===== src/rtl/eth_lsab_pkg.sv =====
// Shared LSAB packer/unpacker definitions: FSM encoding, length width, turn codes.
package eth_lsab_pkg;

   localparam int LSAB_LEN_W = 24;

   localparam logic [1:0] LSAB_TURN_RECV = 2'd0;
   localparam logic [1:0] LSAB_TURN_SEND = 2'd1;

   typedef enum logic [2:0] {
      ST_IDLE,
      ST_RECV,
      ST_DROP,
      ST_FLUSH,
      ST_REPORT
   } rx_state_e;

endpackage


===== src/rtl/lsab_word_fifo.sv =====
// Small synchronous word FIFO between the byte packer and the LSAB drain.
module lsab_word_fifo #(
   parameter int AW = 2,
   parameter int DW = 32
) (
   input  logic          clk_i,
   input  logic          rst_i,
   input  logic          push_i,
   input  logic [DW-1:0] wdata_i,
   input  logic          pop_i,
   output logic [DW-1:0] rdata_o,
   output logic          full_o,
   output logic          empty_o,
   output logic          push_ok_o
);

   logic [DW-1:0] mem_q [2**AW];
   logic [AW:0]   wptr_q, wptr_d;
   logic [AW:0]   rptr_q, rptr_d;
   logic          do_push, do_pop;

   assign empty_o = (wptr_q == rptr_q);
   assign full_o  = (wptr_q[AW] != rptr_q[AW]) &&
                    (wptr_q[AW-1:0] == rptr_q[AW-1:0]);

   // A pop in the same cycle frees the slot a full FIFO needs.
   assign do_pop    = pop_i && !empty_o;
   assign push_ok_o = !full_o || do_pop;
   assign do_push   = push_i && push_ok_o;

   assign rdata_o = mem_q[rptr_q[AW-1:0]];

   always_comb begin
      wptr_d = wptr_q;
      rptr_d = rptr_q;
      if (do_push) wptr_d = wptr_q + 1'b1;
      if (do_pop)  rptr_d = rptr_q + 1'b1;
   end

   always_ff @(posedge clk_i or posedge rst_i) begin
      if (rst_i) begin
         wptr_q <= '0;
         rptr_q <= '0;
      end else begin
         wptr_q <= wptr_d;
         rptr_q <= rptr_d;
      end
   end

   always_ff @(posedge clk_i) begin
      if (do_push) mem_q[wptr_q[AW-1:0]] <= wdata_i;
   end

endmodule


===== src/rtl/eth_recv_lsab_packer.sv =====
// Receive byte stream to LSAB word packer with per-frame completion interrupt.
module eth_recv_lsab_packer
   import eth_lsab_pkg::*;
#(
   parameter logic [1:0] LSAB_TURN = LSAB_TURN_RECV,
   parameter int         FIFO_AW   = 2,
   parameter int         MAX_FRAME = 1536,
   parameter int         LEN_W     = LSAB_LEN_W
) (
   input  logic             CLK,
   input  logic             RST,
   input  logic [7:0]       IN_DATA,
   input  logic             IN_STB,
   input  logic             IN_EOF,
   input  logic             IN_ABORT,
   output logic             IN_READY,
   input  logic [1:0]       LSAB_RECV_TURN,
   input  logic             LSAB_FULL,
   output logic [31:0]      DATA_RECV,
   output logic             WRITE_INTO_LSAB,
   output logic             IRQ,
   output logic             IRQ_VLD,
   output logic [LEN_W-1:0] FRAME_LEN
);

   rx_state_e        state_q, state_d;
   logic [31:0]      shreg_q, shreg_d;
   logic [1:0]       lane_q, lane_d;
   logic [LEN_W-1:0] len_q, len_d, len_inc;
   logic             bad_q, bad_d;
   logic             pend_q, pend_d;
   logic             vld_q, vld_d;
   logic [LEN_W-1:0] flen_q, flen_d;
   logic             wr_q;
   logic [31:0]      data_q;

   logic             push;
   logic [31:0]      push_word, word_ins;
   logic             pop, push_ok;
   logic             f_full, f_empty;
   logic [31:0]      f_rdata;
   logic             acc_byte, acc_eof, acc_abort, in_frame;

   assign IN_READY = !RST && (state_q == ST_IDLE ||
                              state_q == ST_RECV ||
                              state_q == ST_DROP);

   assign acc_byte  = IN_READY && IN_STB;
   assign acc_eof   = IN_READY && IN_EOF;
   assign acc_abort = IN_READY && IN_ABORT;
   assign in_frame  = (state_q == ST_RECV) || acc_byte;

   assign word_ins = shreg_q | ({24'b0, IN_DATA} << {lane_q, 3'b000});
   assign len_inc  = (len_q == '1) ? len_q : len_q + 1'b1;

   assign pop = !f_empty && (LSAB_RECV_TURN == LSAB_TURN) && !LSAB_FULL;

   lsab_word_fifo #(
      .AW (FIFO_AW),
      .DW (32)
   ) u_fifo (
      .clk_i     (CLK),
      .rst_i     (RST),
      .push_i    (push),
      .wdata_i   (push_word),
      .pop_i     (pop),
      .rdata_o   (f_rdata),
      .full_o    (f_full),
      .empty_o   (f_empty),
      .push_ok_o (push_ok)
   );

   always_comb begin
      state_d   = state_q;
      shreg_d   = shreg_q;
      lane_d    = lane_q;
      len_d     = len_q;
      bad_d     = bad_q;
      pend_d    = pend_q;
      vld_d     = vld_q;
      flen_d    = flen_q;
      push      = 1'b0;
      push_word = shreg_q;
      case (state_q)
         ST_IDLE, ST_RECV: begin
            if (acc_byte) begin
               state_d = ST_RECV;
               len_d   = len_inc;
               if (len_inc > LEN_W'(MAX_FRAME)) bad_d = 1'b1;
               if (lane_q == 2'd3) begin
                  push      = 1'b1;
                  push_word = word_ins;
                  shreg_d   = '0;
                  lane_d    = 2'd0;
                  if (!push_ok) begin
                     bad_d   = 1'b1;
                     state_d = ST_DROP;
                  end
               end else begin
                  shreg_d = word_ins;
                  lane_d  = lane_q + 2'd1;
               end
            end
            // Abort takes priority over EOF and discards the partial word.
            if (in_frame && acc_abort) begin
               state_d = ST_FLUSH;
               bad_d   = 1'b1;
               pend_d  = 1'b0;
            end else if (in_frame && acc_eof) begin
               state_d = ST_FLUSH;
               pend_d  = !bad_d && (lane_d != 2'd0);
            end
         end
         ST_DROP: begin
            if (acc_byte) begin
               len_d = len_inc;
            end
            if (acc_eof || acc_abort) begin
               state_d = ST_FLUSH;
               pend_d  = 1'b0;
            end
         end
         ST_FLUSH: begin
            if (pend_q) begin
               push = 1'b1;
               if (push_ok) pend_d = 1'b0;
            end else if (f_empty) begin
               state_d = ST_REPORT;
               vld_d   = !bad_q;
               flen_d  = len_q;
            end
         end
         ST_REPORT: begin
            state_d = ST_IDLE;
            bad_d   = 1'b0;
            len_d   = '0;
            lane_d  = 2'd0;
            shreg_d = '0;
         end
         default: state_d = ST_IDLE;
      endcase
   end

   always_ff @(posedge CLK or posedge RST) begin
      if (RST) begin
         state_q <= ST_IDLE;
         shreg_q <= '0;
         lane_q  <= 2'd0;
         len_q   <= '0;
         bad_q   <= 1'b0;
         pend_q  <= 1'b0;
         vld_q   <= 1'b0;
         flen_q  <= '0;
      end else begin
         state_q <= state_d;
         shreg_q <= shreg_d;
         lane_q  <= lane_d;
         len_q   <= len_d;
         bad_q   <= bad_d;
         pend_q  <= pend_d;
         vld_q   <= vld_d;
         flen_q  <= flen_d;
      end
   end

   always_ff @(posedge CLK or posedge RST) begin
      if (RST) begin
         wr_q   <= 1'b0;
         data_q <= '0;
      end else begin
         wr_q <= pop;
         if (pop) data_q <= f_rdata;
      end
   end

   assign DATA_RECV       = data_q;
   assign WRITE_INTO_LSAB = wr_q;
   assign IRQ             = (state_q == ST_REPORT);
   assign IRQ_VLD         = vld_q;
   assign FRAME_LEN       = flen_q;

endmodule


===== config.mk =====
export PLATFORM = sky130hd
export DESIGN_NAME = eth_recv_lsab_packer
export DESIGN_NICKNAME = d
export VERILOG_FILES = /design/src/rtl/eth_lsab_pkg.sv /design/src/rtl/lsab_word_fifo.sv /design/src/rtl/eth_recv_lsab_packer.sv
export SDC_FILE = /design/constraint.sdc
export NUM_CORES = 1
export LEC_CHECK = 0
export BUFFER_PORTS_ARGS = -buffer_cell sky130_fd_sc_hd__buf_2
export CELL_PAD_IN_SITES_DETAIL_PLACEMENT = 2
export CELL_PAD_IN_SITES_GLOBAL_PLACEMENT = 2
export CORE_MARGIN = 1.5
export CORE_UTILIZATION = 43
export CTS_BUF_LIST = sky130_fd_sc_hd__clkbuf_8 sky130_fd_sc_hd__clkbuf_16
export CTS_CLUSTER_SIZE = 10
export DETAILED_ROUTE_END_ITERATION = 8
export GPL_ROUTABILITY_DRIVEN = 1
export HOLD_SLACK_MARGIN = 0.1
export PLACE_DENSITY = 0.81
export REMOVE_ABC_BUFFERS = 1
export SLEW_MARGIN = 20
export SYNTH_ARGS = -nofsm -noshare
export SYNTH_HDL_FRONTEND = slang
export SYNTH_SLANG_ARGS = --single-unit

===== constraint.sdc =====
create_clock -name CLK -period 5.6 [get_ports CLK]
set_input_delay 1.12 -clock CLK [delete_from_list [all_inputs] [get_ports CLK]]
set_output_delay 1.12 -clock CLK [all_outputs]
set_load 0.02 [all_outputs]

* After elaboration in Yosys (flattened, before gate mapping)
Memory sizes are Yosys's and may differ from the RTL's. A register that Yosys moved wholly into a read port is not among the register bits.
Cells that the tools add are included.
** Storage, ports and cells
- Bits in registers :: 95
- RAM bits :: 128
- Bits of input ports :: 16
- Output and inout bits :: 60
- Word-level logic and storage cells :: 113
- Memories kept :: 1
** Cells by class
- Add/subtract/negate cells :: 4
- Order comparisons :: 1
- Equal/unequal tests :: 16
- Shift operators :: 1
- Mux-type cells :: 41
- Bitwise logic cells :: 2
- Reductions and logical operators :: 36
** Memory list
- u_fifo.mem_q :: depth 4, bits a word 32, read ports 1, clocked after memory_dff 1, write ports 1, line lsab_word_fifo.sv:17 : logic [DW-1:0] mem_q [2**AW];
** Operators by type and width (count)
- $mux W32 :: 5
- $pmux W32 S2 :: 1
- $mux W24 :: 2
- $pmux W24 S2 :: 1
- $or A32 B32 Y32 :: 1
- $shl A8 B5 Y32 :: 1
- $add A24 B1 Y24 const B :: 1
- $eq A24 B24 Y1 const B :: 1
- $gt A24 B11 Y1 const B :: 1
- $mux W3 :: 6
- $mux W1 :: 16
- $logic_and A1 B1 Y1 :: 12
- $mux W2 :: 5
- $pmux W3 S3 :: 1
- $add A3 B1 Y3 const B :: 2
- $eq A3 B2 Y1 const B :: 2
- $logic_not A1 Y1 :: 6
- $ne A2 B1 Y1 const B :: 3
- $reduce_and A3 Y1 :: 2
- $reduce_bool A2 Y1 :: 3
- $logic_or A1 B1 Y1 :: 5
- $ne A2 B2 Y1 const B :: 2
- $ne A4 B4 Y1 const B :: 1
- $pmux W1 S2 :: 2
- other kinds (18) :: 19

* Depth between registers and ports, before layout
- Word-level depth :: 15
- Gate-level depth with buffers :: 9
- Depth with buffers taken out :: 8

* Cells and area by module
A second synthesis with hierarchy kept.
** Second synthesis, totals
- Cells, all modules :: 780
- Area, all modules :: 10865.4 µm²
** By module, submodules not included
- eth_recv_lsab_packer :: times used 1, cells each 570, area each 5805.6 µm²
- lsab_word_fifo :: times used 1, cells each 210, area each 5059.9 µm²

* Worst setup path after synthesis
Ideal clock, no wire load.
- Kind :: input to register
- From :: in RST
- To :: reg pend_q
- Library setup time :: 126 ps
- Arrival :: 4724 ps
- Data required time :: 5474 ps
- Setup slack :: 749 ps
- Stages on the path :: 6
- Path through :: inv_1 > o211ai_1 > o21ai_0 > a21oi_1 > o21a_1 > a311o_1
** On the way
- Longest elaborated chain between the ends :: 10
** Ends and longest elaborated chain
- start, declared :: line eth_recv_lsab_packer.sv:11 : input logic RST,
- $logic_not A1 Y1 (no line) (*)
- $logic_and A1 B1 Y1 (*) :: line eth_recv_lsab_packer.sv:44 : assign IN_READY = !RST && (state_q == ST_IDLE ||
- $logic_and A1 B1 Y1 :: line eth_recv_lsab_packer.sv:48 : assign acc_byte = IN_READY && IN_STB;
- $mux W2 / $mux W1 (equally long branches) :: line eth_recv_lsab_packer.sv:86 : if (acc_byte) begin
- $mux W2 / $mux W1 (equally long branches) :: line eth_recv_lsab_packer.sv:84 : case (state_q)
- $reduce_bool A2 Y1 / $logic_not A1 Y1 (equally long branches) :: line eth_recv_lsab_packer.sv:111 : pend_d = !bad_d && (lane_d != 2'd0);
- $logic_and A1 B1 Y1 :: line eth_recv_lsab_packer.sv:111
- $mux W1 :: line eth_recv_lsab_packer.sv:109 : end else if (in_frame && acc_eof) begin
- $mux W1 :: line eth_recv_lsab_packer.sv:105 : if (in_frame && acc_abort) begin
- $pmux W1 S3 :: line eth_recv_lsab_packer.sv:84
- end signal, assigned :: line eth_recv_lsab_packer.sv:160 : pend_q <= pend_d;
- end, declared :: line eth_recv_lsab_packer.sv:31 : logic pend_q, pend_d;
Every way passes the cells marked *; elsewhere a longest branch is shown, timed or not. The select of a mux whose other input is x is not followed.
A chain may end at the register's enable or synchronous reset.

* Final worst setup path
- From :: in RST
- To :: mem u_fifo.mem_q[3][29] (enable)
** On the way
- Longest elaborated chain between the ends :: 8
** Ends and longest elaborated chain
- $logic_not A1 Y1 (no line)
- $logic_and A1 B1 Y1 :: line eth_recv_lsab_packer.sv:44
- $logic_and A1 B1 Y1 :: line eth_recv_lsab_packer.sv:48
- $mux W1 :: line eth_recv_lsab_packer.sv:86
- $pmux W1 S2 :: line eth_recv_lsab_packer.sv:84
- $logic_and A1 B1 Y1 :: line lsab_word_fifo.sv:29 : assign do_push = push_i && push_ok_o;
- $mux W1 :: line lsab_word_fifo.sv:51 : if (do_push) mem_q[wptr_q[AW-1:0]] <= wdata_i;
- $mux W1 (implied by the code) :: line lsab_word_fifo.sv:51
- end, declared :: line lsab_word_fifo.sv:17
Every way passes these cells.

==> reports/qor.yml <==
outcome:
  status: "complete, no violations"
yosys:
  postSynth.topFlopCell: "edfxtp_1"
  synthDominantAreaCellType: "edfxtp_1"
  synthDistinctLibCells: 63
  post-synth-top-area-fraction: 0.352
  syn_area_per_cell_sq_um: 13.8
  synth_top_cells_by_area: "edfxtp_1 (35%), dfrtp_1 (29%), mux4_2 (6.6%), mux2_2 (5.7%), a21o_1 (2.3%)"
  yosys_warnings: 0
  synth-async-reset-ratio: 0.498
  syn_inst: 791
  synth_enable_flop_cells: 128
  synth.cell_area_sq_um: 10900
  synth_seq_area_share: 0.643
  count_of_state_elements_after_synthesis: 255
pwr:
  power.static_leakage_uw: 0.00524
  share_seq_of_total_power: 0.439
  power_switching_uw: 2200
  clock_power_share: 0.264
  power.density_nw_per_um2: 523
  netSwitchingFraction: 0.337
  power.internal_uw: 4330
  combPwrFrac: 0.298
  total_power_uw: 6530
  power.ir.vdd_worst_mv: 0.243
layout:
  fin_area_sq_um: 12500
  area.growth.synth_to_final_pct: 14.4
  instances_no_fill: 1209
  nets: 879
  drive_gt1_frac: 0.257
  insertedDiodeCount: 0
routing:
  initial_drc_count: 426
  wl_per_cell_um: 24.4
  drc: 0
  finalWirelength_um: 29500
  dr.pass1.iters: 5
  post_drt_via_cell_ratio: 5.69
  antenna_violating_nets_post_route: 0
  vias: 6877
critical_path:
  setup.worst_path.start_class: "input pin"
  worstSetupEndpointType: "flip-flop"
  critical_path.slowest_cell: "and2_1"
  critical-path-max-stage-delay_ns: 0.83
  worst_path_most_repeated_cell: "and2_1"
  crit_path_max_fanout: 20
  criticalPathCategory: "input pin to flip-flop"
  r2r_slack_ns: 2.00
  worst_ep_arrival_time_ns: 3.96
  cp_cell_sequence: "buf_2 -> a211oi_1 -> and2_1 -> buf_4 -> nand3_1 -> a21oi_1 -> and2_1 -> buf_12"
  worst_ep_required_time_ns: 5.84
clock_network:
  worstSkewPairLatency_ns: 0.55
  cts-buffers-inserted: 30
  cts_hold_buf: 0
  cts_repair_resize_count: 0
  htreeDepth: 1
  cts_max_path_buffers: 3
  root_buffer: "clkbuf_16"
  post_cts.repair.setup_buffers: 0
  numClockSinks: 255
  clock_pin_slew_reported_for_the_worst_setup_and_hold_paths_after_clock_tree_synthesis_ns: 0.05
  tritoncts_clock_tree: "yes"
sta:
  worst_slew_pin_slew_ns: 0.930
  final-max-slew-violation-count: 0
  layout_min_cycle_time_ns: 3.72
  timing.fmax_ghz: 0.269
  grt_setup_unrepaired: "false"
  fin_worst_skew_ns: 0.0147
  relSlewSlack: 0.380
  finalSetupViolations: 0
  period_share: 0.664
  setup_total_negative_slack_ns: 0
  finalHoldViolations: 0
worst_hold_path:
  hold_path_class: "flip-flop to flip-flop"
place:
  dp.final_hpwl_um: 19000
  routabilityCongestion: 0.873
  io_buffers: 75
  dp.cells: 1153
  detailed_place.area_sq_um: 11600
floorplanning:
  die_w_um: 162
  top_level_ports: 76
  placement_rows: 58
  placeable_area_sq_um: 25000
  initial_core_util: 0.436
  dieHeight_um: 162
  floorplan.die_area_sq_um: 26400
job:
  max-cap-violations: 0
global_routing:
  grt_antenna_before_repair: 0
  grt_start_max_net_pins: 67
  first_global_vias: 7885
  grt_pass1_wl_um: 46100
  globalRoute.totalOverflow: 0
  grt_use_total: 0.230
-- placed cells by master (no fill, tap or decap), drive strengths merged, types with 10 or more instances in the layout --
| cell type | instances |
|---|---|
| a21o | 34 |
| a21oi | 47 |
| buf | 86 |
| clkbuf | 32 |
| dfrtp | 127 |
| edfxtp | 128 |
| inv | 30 |
| mux2 | 55 |
| mux4 | 32 |
| nand2 | 50 |
| nand3 | 13 |
| nand4 | 10 |
| nor2 | 65 |
| nor3 | 16 |
| o21ai | 40 |
| xor2 | 10 |
-- cell usage after synthesis (4+ instances only) --
cell      number
ha_1           7
buf_2          6
inv_1         10
buf_1         14
mux2_2        55
clkbuf_1      29
nand4_1        9
dfrtp_1      127
or3_1          5
and2_1         6
nor2_1        63
nand3_1       12
a31oi_1        7
xor2_1        10
o41ai_1        4
or4_1          4
a211oi_1       4
o211ai_1       4
nor4_1         6
nor3_1        15
o21ai_0       40
nand2_1       49
a21oi_1       47
edfxtp_1     128
a21o_1        34
o31ai_1        6
xnor2_1        8
mux4_2        32
-- path summary, 6_finish.rpt --
kind / startpoint / to / cells past startpoint
worst min-delay path: FRAME_LEN[17] / FRAME_LEN[17] / 2
max in group asynchronous: RST / DATA_RECV[22] / 3
worst max-delay path: RST / u_fifo.mem_q[3][29] / 8
min in group asynchronous: RST / FRAME_LEN[18] / 2
worst min register to register: FRAME_LEN[17] / FRAME_LEN[17] / 2
worst max register to register: state_q[1] / u_fifo.mem_q[3][29] / 7
-- metal layers --
layer,vias up,wire (um),share of wire,GRT usage
li1,3088,-,-,-
met1,3623,12100,0.41,0.283
met2,122,15800,0.54,0.428
met3,44,856,0.029,0.0265
met4,0,726,0.025,0.0621
met5,-,0,0,0
-- area by class of cell --
| class | count | area, sq um |
|---|---|---|
| fillers | 2389 | 12500 |
| flip-flops and latches | 255 | 7020 |
| multi-input cells | 473 | 3660 |
| clock buffers | 32 | 790 |
| repair buffers | 86 | 483 |
| well taps | 330 | 413 |
| clock inverters | 23 | 87.6 |
| inverters | 10 | 40.0 |
-- state kept, by name, summed over array words and instances, names as in the netlist --
| name | count |
|---|---|
| pend_q | 1 |
| len_q | 24 |
| shreg_q | 32 |
| u_fifo.mem_q | 128 |
| state_q | 3 |
| FRAME_LEN | 24 |
| u_fifo.rptr_q | 3 |
| IRQ_VLD | 1 |
| bad_q | 1 |
| WRITE_INTO_LSAB | 1 |
| u_fifo.wptr_q | 3 |
| DATA_RECV | 32 |
| lane_q | 2 |
-- logic make-up (layout without fill, tap and decap cells) --
logic type                 count (synthesis)  after routing  share of synthesized area
buffers and inverters                     63            151                     0.0242
and+or+nand+nor                          195            195                     0.0920
adders and majority gates                  7              7                    0.00802
DFF                                      255            255                      0.643
muxes                                     90             90                      0.125
AOI/OAI and AO/OA                        163            163                     0.0930
xor gates and xnor gates                  18             18                     0.0144
-- power groups by stage --
stage / logic, uW / clock network (uW) / registers [uW]
2_1_floorplan: 1040 / 0 / 3060
5_1_grt: 2120 / 1820 / 2910
4_1_cts: 1970 / 1770 / 2870
6_report: 1940 / 1720 / 2870
3_5_place_dp: 1930 / 0 / 2890
3_3_place_gp: 1790 / 0 / 2820
-- stage by stage --
stage | hold WS (ns) | util | setup WS, ns
after global routing | 0.513 | 0.499 | 1.70
after detailed placement | 0.478 | 0.463 | 1.39
after global placement | 0.461 | 0.463 | 1.69
after floorplan | 0.461 | - | 0.753
after CTS | 0.497 | 0.498 | 1.94
final | 0.491 | 0.499 | 1.88
-- critical path: cells and delay by family --
kind / cells / cell delay (ns)
simple gates: 3 / 1.26
buf+inv: 3 / 0.65
compound gates: 2 / 0.90
No activity file was read; power rests on OpenSTA's default activity.
